===== src/rtl/gcd_arbiter.sv =====
// ---------------------------------------------------------------------------
// gcd_arbiter
//
// Shares a single GCD engine among NUM_REQ requesters. A round-robin arbiter
// accepts one operand pair at a time and starts the engine. The block then
// waits for the engine's done pulse or for a watchdog timeout. The result is
// returned, tagged with the requester index, on one valid/ready response
// channel. If either operand is zero the engine is bypassed and the result is
// a|b, so gcd(x,0)=x and gcd(0,0)=0.
//
// Ports:
//   clk_i         clock, rising edge
//   nreset_i      asynchronous active-low reset
//   req_valid_i   per-requester request valid
//   req_a_i       operand A, requester i at [i*WIDTH +: WIDTH]
//   req_b_i       operand B, same packing
//   req_ready_o   one-hot accept (idle state only)
//   eng_start_o   one-cycle engine start pulse
//   eng_a_o       operand A to engine (valid while issuing/waiting)
//   eng_b_o       operand B to engine (valid while issuing/waiting)
//   eng_abort_o   one-cycle engine abort pulse on timeout
//   eng_done_i    engine result valid pulse
//   eng_result_i  engine result, sampled with eng_done_i
//   rsp_valid_o   response valid
//   rsp_id_o      requester index of the response
//   rsp_result_o  GCD result (0 on timeout)
//   rsp_error_o   1 = engine timed out
//   rsp_ready_i   response consumer ready
// ---------------------------------------------------------------------------
module gcd_arbiter #(
    parameter int NUM_REQ = 4,
    parameter int WIDTH   = 16,
    parameter int TIMEOUT = 256,
    parameter int ID_W    = $clog2(NUM_REQ)
) (
    input  logic                     clk_i,
    input  logic                     nreset_i,
    input  logic [NUM_REQ-1:0]       req_valid_i,
    input  logic [NUM_REQ*WIDTH-1:0] req_a_i,
    input  logic [NUM_REQ*WIDTH-1:0] req_b_i,
    output logic [NUM_REQ-1:0]       req_ready_o,
    output logic                     eng_start_o,
    output logic [WIDTH-1:0]         eng_a_o,
    output logic [WIDTH-1:0]         eng_b_o,
    output logic                     eng_abort_o,
    input  logic                     eng_done_i,
    input  logic [WIDTH-1:0]         eng_result_i,
    output logic                     rsp_valid_o,
    output logic [ID_W-1:0]          rsp_id_o,
    output logic [WIDTH-1:0]         rsp_result_o,
    output logic                     rsp_error_o,
    input  logic                     rsp_ready_i
);

    localparam int              TMR_W     = $clog2(TIMEOUT);
    localparam logic [TMR_W-1:0] TMR_LAST  = TMR_W'(TIMEOUT - 1);
    localparam logic [ID_W-1:0]  ID_LAST   = ID_W'(NUM_REQ - 1);
    localparam logic [ID_W:0]    NUM_REQ_X = (ID_W + 1)'(NUM_REQ);

    typedef enum logic [1:0] {
        S_IDLE  = 2'd0,
        S_ISSUE = 2'd1,
        S_WAIT  = 2'd2,
        S_RESP  = 2'd3
    } state_t;

    state_t            state_reg;
    logic [ID_W-1:0]   rr_ptr_reg;
    logic [TMR_W-1:0]  timer_reg;
    logic [WIDTH-1:0]  a_reg;
    logic [WIDTH-1:0]  b_reg;
    logic [ID_W-1:0]   id_reg;
    logic [WIDTH-1:0]  result_reg;
    logic              error_reg;

    // Unpacked view of the per-requester operand buses.
    logic [WIDTH-1:0]  a_arr [NUM_REQ];
    logic [WIDTH-1:0]  b_arr [NUM_REQ];

    generate
        for (genvar gi = 0; gi < NUM_REQ; gi++) begin : g_unpack
            assign a_arr[gi] = req_a_i[gi*WIDTH +: WIDTH];
            assign b_arr[gi] = req_b_i[gi*WIDTH +: WIDTH];
        end
    endgenerate

    // Round-robin search: walk rr_ptr, rr_ptr+1, ... (mod NUM_REQ) and take
    // the first valid requester. The index sum is one bit wider so the
    // wrap-around can be detected without a modulo operator.
    logic              grant_found;
    logic [ID_W-1:0]   grant_idx;
    logic [ID_W:0]     scan_sum;
    logic [ID_W-1:0]   scan_sel;

    always_comb begin
        grant_found = 1'b0;
        grant_idx   = '0;
        scan_sum    = '0;
        scan_sel    = '0;
        for (int k = 0; k < NUM_REQ; k++) begin
            scan_sum = {1'b0, rr_ptr_reg} + (ID_W + 1)'(k);
            if (scan_sum >= NUM_REQ_X) begin
                scan_sum = scan_sum - NUM_REQ_X;
            end
            scan_sel = scan_sum[ID_W-1:0];
            if (!grant_found && req_valid_i[scan_sel]) begin
                grant_found = 1'b1;
                grant_idx   = scan_sel;
            end
        end
    end

    logic [WIDTH-1:0] a_sel;
    logic [WIDTH-1:0] b_sel;
    assign a_sel = a_arr[grant_idx];
    assign b_sel = b_arr[grant_idx];

    // Accept is offered only while idle; a grant implies a valid request, so
    // a grant in S_IDLE is always a completed handshake. Reset forces it low
    // so every output is quiet while nreset_i is asserted.
    generate
        for (genvar gi = 0; gi < NUM_REQ; gi++) begin : g_ready
            assign req_ready_o[gi] = nreset_i && (state_reg == S_IDLE) &&
                                     grant_found && (grant_idx == ID_W'(gi));
        end
    endgenerate

    // Timeout fires only when the engine has not answered in the last
    // permitted cycle; a simultaneous done takes priority.
    logic timeout_hit;
    assign timeout_hit = (state_reg == S_WAIT) && !eng_done_i && (timer_reg == TMR_LAST);

    assign eng_start_o  = (state_reg == S_ISSUE);
    assign eng_abort_o  = timeout_hit;
    assign eng_a_o      = (state_reg == S_ISSUE || state_reg == S_WAIT) ? a_reg : '0;
    assign eng_b_o      = (state_reg == S_ISSUE || state_reg == S_WAIT) ? b_reg : '0;
    assign rsp_valid_o  = (state_reg == S_RESP);
    assign rsp_id_o     = (state_reg == S_RESP) ? id_reg     : '0;
    assign rsp_result_o = (state_reg == S_RESP) ? result_reg : '0;
    assign rsp_error_o  = (state_reg == S_RESP) ? error_reg  : 1'b0;

    always_ff @(posedge clk_i or negedge nreset_i) begin
        if (!nreset_i) begin
            state_reg  <= S_IDLE;
            rr_ptr_reg <= '0;
            timer_reg  <= '0;
            a_reg      <= '0;
            b_reg      <= '0;
            id_reg     <= '0;
            result_reg <= '0;
            error_reg  <= 1'b0;
        end else begin
            case (state_reg)
                S_IDLE: begin
                    if (grant_found) begin
                        a_reg  <= a_sel;
                        b_reg  <= b_sel;
                        id_reg <= grant_idx;
                        if (a_sel == '0 || b_sel == '0) begin
                            // Zero operand: answer directly, engine untouched.
                            result_reg <= a_sel | b_sel;
                            error_reg  <= 1'b0;
                            state_reg  <= S_RESP;
                        end else begin
                            state_reg  <= S_ISSUE;
                        end
                    end
                end
                S_ISSUE: begin
                    timer_reg <= '0;
                    state_reg <= S_WAIT;
                end
                S_WAIT: begin
                    if (eng_done_i) begin
                        result_reg <= eng_result_i;
                        error_reg  <= 1'b0;
                        state_reg  <= S_RESP;
                    end else if (timer_reg == TMR_LAST) begin
                        result_reg <= '0;
                        error_reg  <= 1'b1;
                        state_reg  <= S_RESP;
                    end else begin
                        timer_reg <= timer_reg + TMR_W'(1);
                    end
                end
                S_RESP: begin
                    if (rsp_ready_i) begin
                        state_reg  <= S_IDLE;
                        rr_ptr_reg <= (id_reg == ID_LAST) ? '0 : id_reg + ID_W'(1);
                    end
                end
                default: begin
                    state_reg <= S_IDLE;
                end
            endcase
        end
    end

endmodule


===== config.mk =====
export PLATFORM = sky130hd
export DESIGN_NAME = gcd_arbiter
export DESIGN_NICKNAME = d
export VERILOG_FILES = /design/src/rtl/gcd_arbiter.sv
export SDC_FILE = /design/constraint.sdc
export NUM_CORES = 1
export LEC_CHECK = 0
export CORE_MARGIN = 1
export CORE_UTILIZATION = 45
export CTS_BUF_LIST = sky130_fd_sc_hd__clkbuf_16
export CTS_CLUSTER_SIZE = 12
export DETAILED_ROUTE_END_ITERATION = 7
export PLACE_DENSITY_LB_ADDON = 0.08
export SLEW_MARGIN = 40
export SYNTH_ARGS = -nofsm -noshare
export SYNTH_HDL_FRONTEND = slang
export SYNTH_SLANG_ARGS = --single-unit

===== constraint.sdc =====
create_clock -name clk_i -period 6.94 [get_ports clk_i]
set_clock_uncertainty 0.2 [all_clocks]
set_input_delay 0.694 -clock clk_i [delete_from_list [all_inputs] [get_ports clk_i]]
set_output_delay 0.694 -clock clk_i [all_outputs]
set_load 0.02 [all_outputs]

Word-level counts from Yosys, hierarchy flattened
Cells that the tools add are included.

storage, ports and cells
  input bits = 152
  bits in registers = 63

operators by class
  add/sub/neg operators = 9
  eq/ne operators = 14
  bitwise operators = 2
  reduce and logical (&&, ||, !) cells = 28
  mux-type cells = 51
  order comparisons = 9

operators by type and width
  kind                 count
  $mux 16              11
  $bmux 16 s2          2
  $logic_not 16->1     2
  $pmux 16 s2          1
  $mux 2               15
  $mux 8               2
  $or 16x16->16        1
  $pmux 8 s2           1
  $mux 1               13
  $ge 3x3->1 const B   4
  $lt 2x3->1 const B   4
  $logic_and 1x1->1    11
  $eq 2x2->1 const B   5
  $add 8x1->8 const B  1
  $bmux 1 s2           4
  $eq 8x8->1 const B   1
  $pmux 2 s4           1
  $sub 2x1->2 const B  4
  $add 2x2->3 const B  2
  $ne 2x2->1 const B   3
  $reduce_and 3->1     2
  $eq 2x1->1 const B   2
  $logic_not 1->1      4
  $logic_not 2->1      2
  11 further kinds     15

Longest topological paths before layout
  depth after elaboration = 23
  mapped depth = 13

Worst setup path before layout
No wires, ideal clock.

  path kind = input to register
  start point = input req_valid_i[2]
  end point = register result_reg[14]
  data arrival time = 3.017 ns
  stages on the path = 12
  required time = 6.661 ns
  setup time = 0.079 ns
  setup slack = 3.644 ns
  path through = mux2i_1 o22ai_2 nor2_1 buf_2 mux2i_1 mux2_2 nand4_1 nor4_2 o21ai_2 a21oi_4 buf_8 mux2i_1

between the ends
  cells in the longest elaborated chain, start to end = 20
  elaborated cells between the ends (all ways) = 39

RTL lines
  item                                                                     line      source
  start: declaration                                                       38        input logic [NUM_REQ-1:0] req_valid_i,
  $bmux 1 s2                                                               106       if (!grant_found && req_valid_i[scan_sel]) begin
  $mux 1 (not written as such)                                             106
  $mux 1                                                                   106
  $logic_not 1->1                                                          106
  $logic_and 1x1->1                                                        106
  $mux 1                                                                   106
  $logic_not 1->1                                                          106
  $logic_and 1x1->1                                                        106
  [3 not listed]                                                           -
  $mux 2                                                                   106
  $not 2->3 (not written as such)                                          115, 116
  $bmux 16 s2, on equally long branches                                    115, 116
  $mux 16, on equally long branches (2 in series)                          115, 116
  $logic_not 16->1 / $or 16x16->16 (equally long branches)                 159, 161
  $logic_or 1x1->1 / $mux 16 (equally long branches)                       159       if (a_sel == '0 || b_sel == '0) begin
  $ne 2x1->1 (no source line) / $mux 16 (equally long branches)            -
  $reduce_and 4->1 (no source line) / $pmux 16 s2 (equally long branches)  -
  end signal: assignment                                                   161       result_reg <= a_sel | b_sel;
  end signal: assignment                                                   175       result_reg <= eng_result_i;
  end: declaration                                                         73        logic [WIDTH-1:0] result_reg;

Parallel ways exist; a longest one is shown, timed or not. The select of a mux whose other input is x is not followed.
A chain may end at the register's enable or synchronous reset.

Worst setup path after layout
  start point = input req_valid_i[0]
  end point = register result_reg[13]

The elaborated chain is that of the path after synthesis.

==> reports/metrics.cfg <==
[sta]
timing.final.crit_share_pct=64.50
setup_slack_ns=2.464
rsz0062_at_grt=false
relSlewSlack_pct=52.75
timing_hold_violations_final=0
tightest_slew_ns=0.7071
min_period_ns=4.476
fmax_mhz=223.4
finalSetupViolCount=0
slew_violations=0
setup_tns_ns=0

[yosys]
synth_nets=632
synth_top_cell_area_share_pct=35.87
synthesis.yosys.warnings=0
netlist_instances=473
synth_ff_type=dfrtp_1
ys_types=40
synth.avg_cell_area_sq_um=9.293
synth_edf_count=0
synth_most_common_cell=mux2i_1
ys_ff_latch=63
ys_seq_area_share_pct=35.87
synth_area_sq_mm=0.004395
synth_common_cells=mux2i_1, dfrtp_1, and2_1, nand2_1, a21oi_1
synth_top_cell_by_area=dfrtp_1
synth_area_leaders=dfrtp_1, mux2i_1, mux2_2
async_flop_share_pct=100.0

[power_and_ir_drop]
netSwitchingPower_mw=1.238
swShare_pct=43.46
p_int_mw=1.611
pwr_density_cell_mw_per_mm2=413.8
power.clock.fraction_pct=15.0
p_leak_nw=2.914
pwr-share-comb_pct=63.3
pwr-share-seq_pct=21.7
ir_drop_mv=0.2501

[worst_hold_path]
hp-class=in -> async

[clocking]
path_clk_slew_ns=0.05
cts_tree=yes
clock-root-buffer=clkbuf_16
post_cts_buffers=0
clk_latency_ns=0.32
cts_resized=0
htree_levels=3
cts.sink_count=63
clockBufferDepth=2
cts_made_buffers=9
hold_buffers=0

[placed_design]
preCtsSetupSlack_ns=2.191
globalplace.congestion=0.8708
hpwl_um=11430
portBuffers=209

[drt]
ant_nets=0
wl_um=14790
drt-pass1-iter-count=4
drcViolationCount=0
wl_per_cell_um=18.39
first_iter_violations=140
vias_per_cell=5.311
num_vias=4270

[setup_path]
worstPathMaxFanout=40
reg2reg_slack_ns=2.81
rr_worst_depth=11
rr_endpoint=result_reg[13]$_DFFE_PN0P_
endpoint_kind=flop
crit_path_start_kind=primary input
crit_start=req_valid_i[0]
endpoint=result_reg[13]$_DFFE_PN0P_
crit_type=in -> reg
arrival_ns=4.51
required_ns=6.97
regToRegStartpoint=rr_ptr_reg[1]$_DFFE_PN0P_

[cells_and_area]
fillCellCount=729
seq_area_sq_mm=0.001577
final_nets=829
multi_input_area_sq_mm=0.002599
syn_to_final_growth_pct=56.70
layout-drive-gt1-share_pct=9.347

[floorplan]
rows=35
die-area_sq_mm=0.01017
io_pins=210
core_sq_mm=0.009371
die_w_um=100.8
start_util_pct=46.90
dieHeight_um=100.8

[global_routing]
gr-total-overflow=0
antenna_found_initial=1
grt_pass1_vias=4427
grt_pass1_wl_um=22700
grt_max_degree=68
grtUsageTotal_pct=29.81

[status]
status=finished clean

[run]
maxCapViolations=0

-- critical path, stage by stage --
cell	delay, ns
clkdlybuf4s50_1	0.49
mux2i_1	0.24
o22ai_2	0.16
nor2_4	0.50
buf_12	0.34
mux2i_1	0.27
mux2_2	0.25
nand4_1	0.14
nor4_2	0.35
o21ai_2	0.13
a21oi_4	0.60
mux2i_1	0.30
-- worst min path at each step --
stage / to
finish: id_reg[0]$_DFFE_PN0P_
global route: b_reg[5]$_DFFE_PN0P_
CTS: b_reg[5]$_DFFE_PN0P_
detailed placement: b_reg[5]$_DFFE_PN0P_
global placement: b_reg[12]$_DFFE_PN0P_
floorplan: a_reg[0]$_DFFE_PN0P_
-- cells in the final DEF, fill, tap and decap left out, types with 2 or more instances in the layout --
cell	count
o22ai_1	2
mux2i_1	81
nand4_1	11
xor2_1	3
nand2_1	45
or3_1	2
and2_1	52
nor2_1	10
clkbuf_16	9
clkinv_1	2
mux2_2	33
o31ai_1	2
dfrtp_1	63
nor3_1	2
ha_1	5
nand3_1	2
nor4_1	2
nand2b_1	2
ha_2	2
o21ai_0	37
clkdlybuf4s50_1	208
and3_1	3
a21oi_4	2
nor4_2	3
nor2b_1	2
a21oi_1	40
inv_1	26
buf_8	2
-- per-layer routing --
layer | global-route usage, % | up-vias | share of wire, %
met5 | 3.077 | - | 0
met4 | 9.476 | 0 | 1.9
met3 | 7.975 | 19 | 8.8
met2 | 51.26 | 181 | 48
met1 | 36.09 | 2027 | 41
li1 | - | 2043 | -
-- power by group through the flow --
stage | Combinational (mW) | Clock [mW] | Sequential, mW
2_1_floorplan | 1.11 | 0 | 0.589
3_3_place_gp | 1.72 | 0 | 0.611
3_5_place_dp | 1.79 | 0 | 0.615
4_1_cts | 1.80 | 0.429 | 0.615
5_1_grt | 1.93 | 0.449 | 0.635
6_report | 1.80 | 0.427 | 0.618
-- cell families (layout without fill, tap and decap cells) --
kind of cell	Yosys count	after routing	share of synthesized area, %
and+or+nand+nor	141	141	17.14
muxes	114	114	26.90
AOI/OAI and AO/OA	92	92	11.90
DFF	63	63	35.87
buffers and inverters	53	254	5.607
adders and majority gates	7	7	1.993
xor gates and xnor gates	3	3	0.5979
other	0	1	0
-- through the flow --
stage               hold slack (ns)  std cells  power [mW]  utilization, %  cell area, sq um
finish                       0.2585        804       2.850           73.50              6888
global route                 0.2969        804       3.017           73.50              6888
CTS                          0.2759        803       2.846           73.34              6873
detailed placement           0.2645        788       2.403           70.36              6594
global placement             0.2559        785       2.329           69.67              6529
floorplan                    0.1984        473       1.703               -              4395
-- layout make-up --
| cell class | count | share of cell area [%] |
|---|---|---|
| Antenna cell | 1 | 0.03633 |
| Clock buffer | 9 | 3.270 |
| Clock inverter | 6 | 0.7811 |
| Inverter | 25 | 1.362 |
| Multi-Input combinational cell | 357 | 37.73 |
| Sequential cell | 63 | 22.89 |
| Tap cell | 129 | 2.343 |
| Timing Repair Buffer | 214 | 31.59 |
No activity file was read; power rests on OpenSTA's default activity.
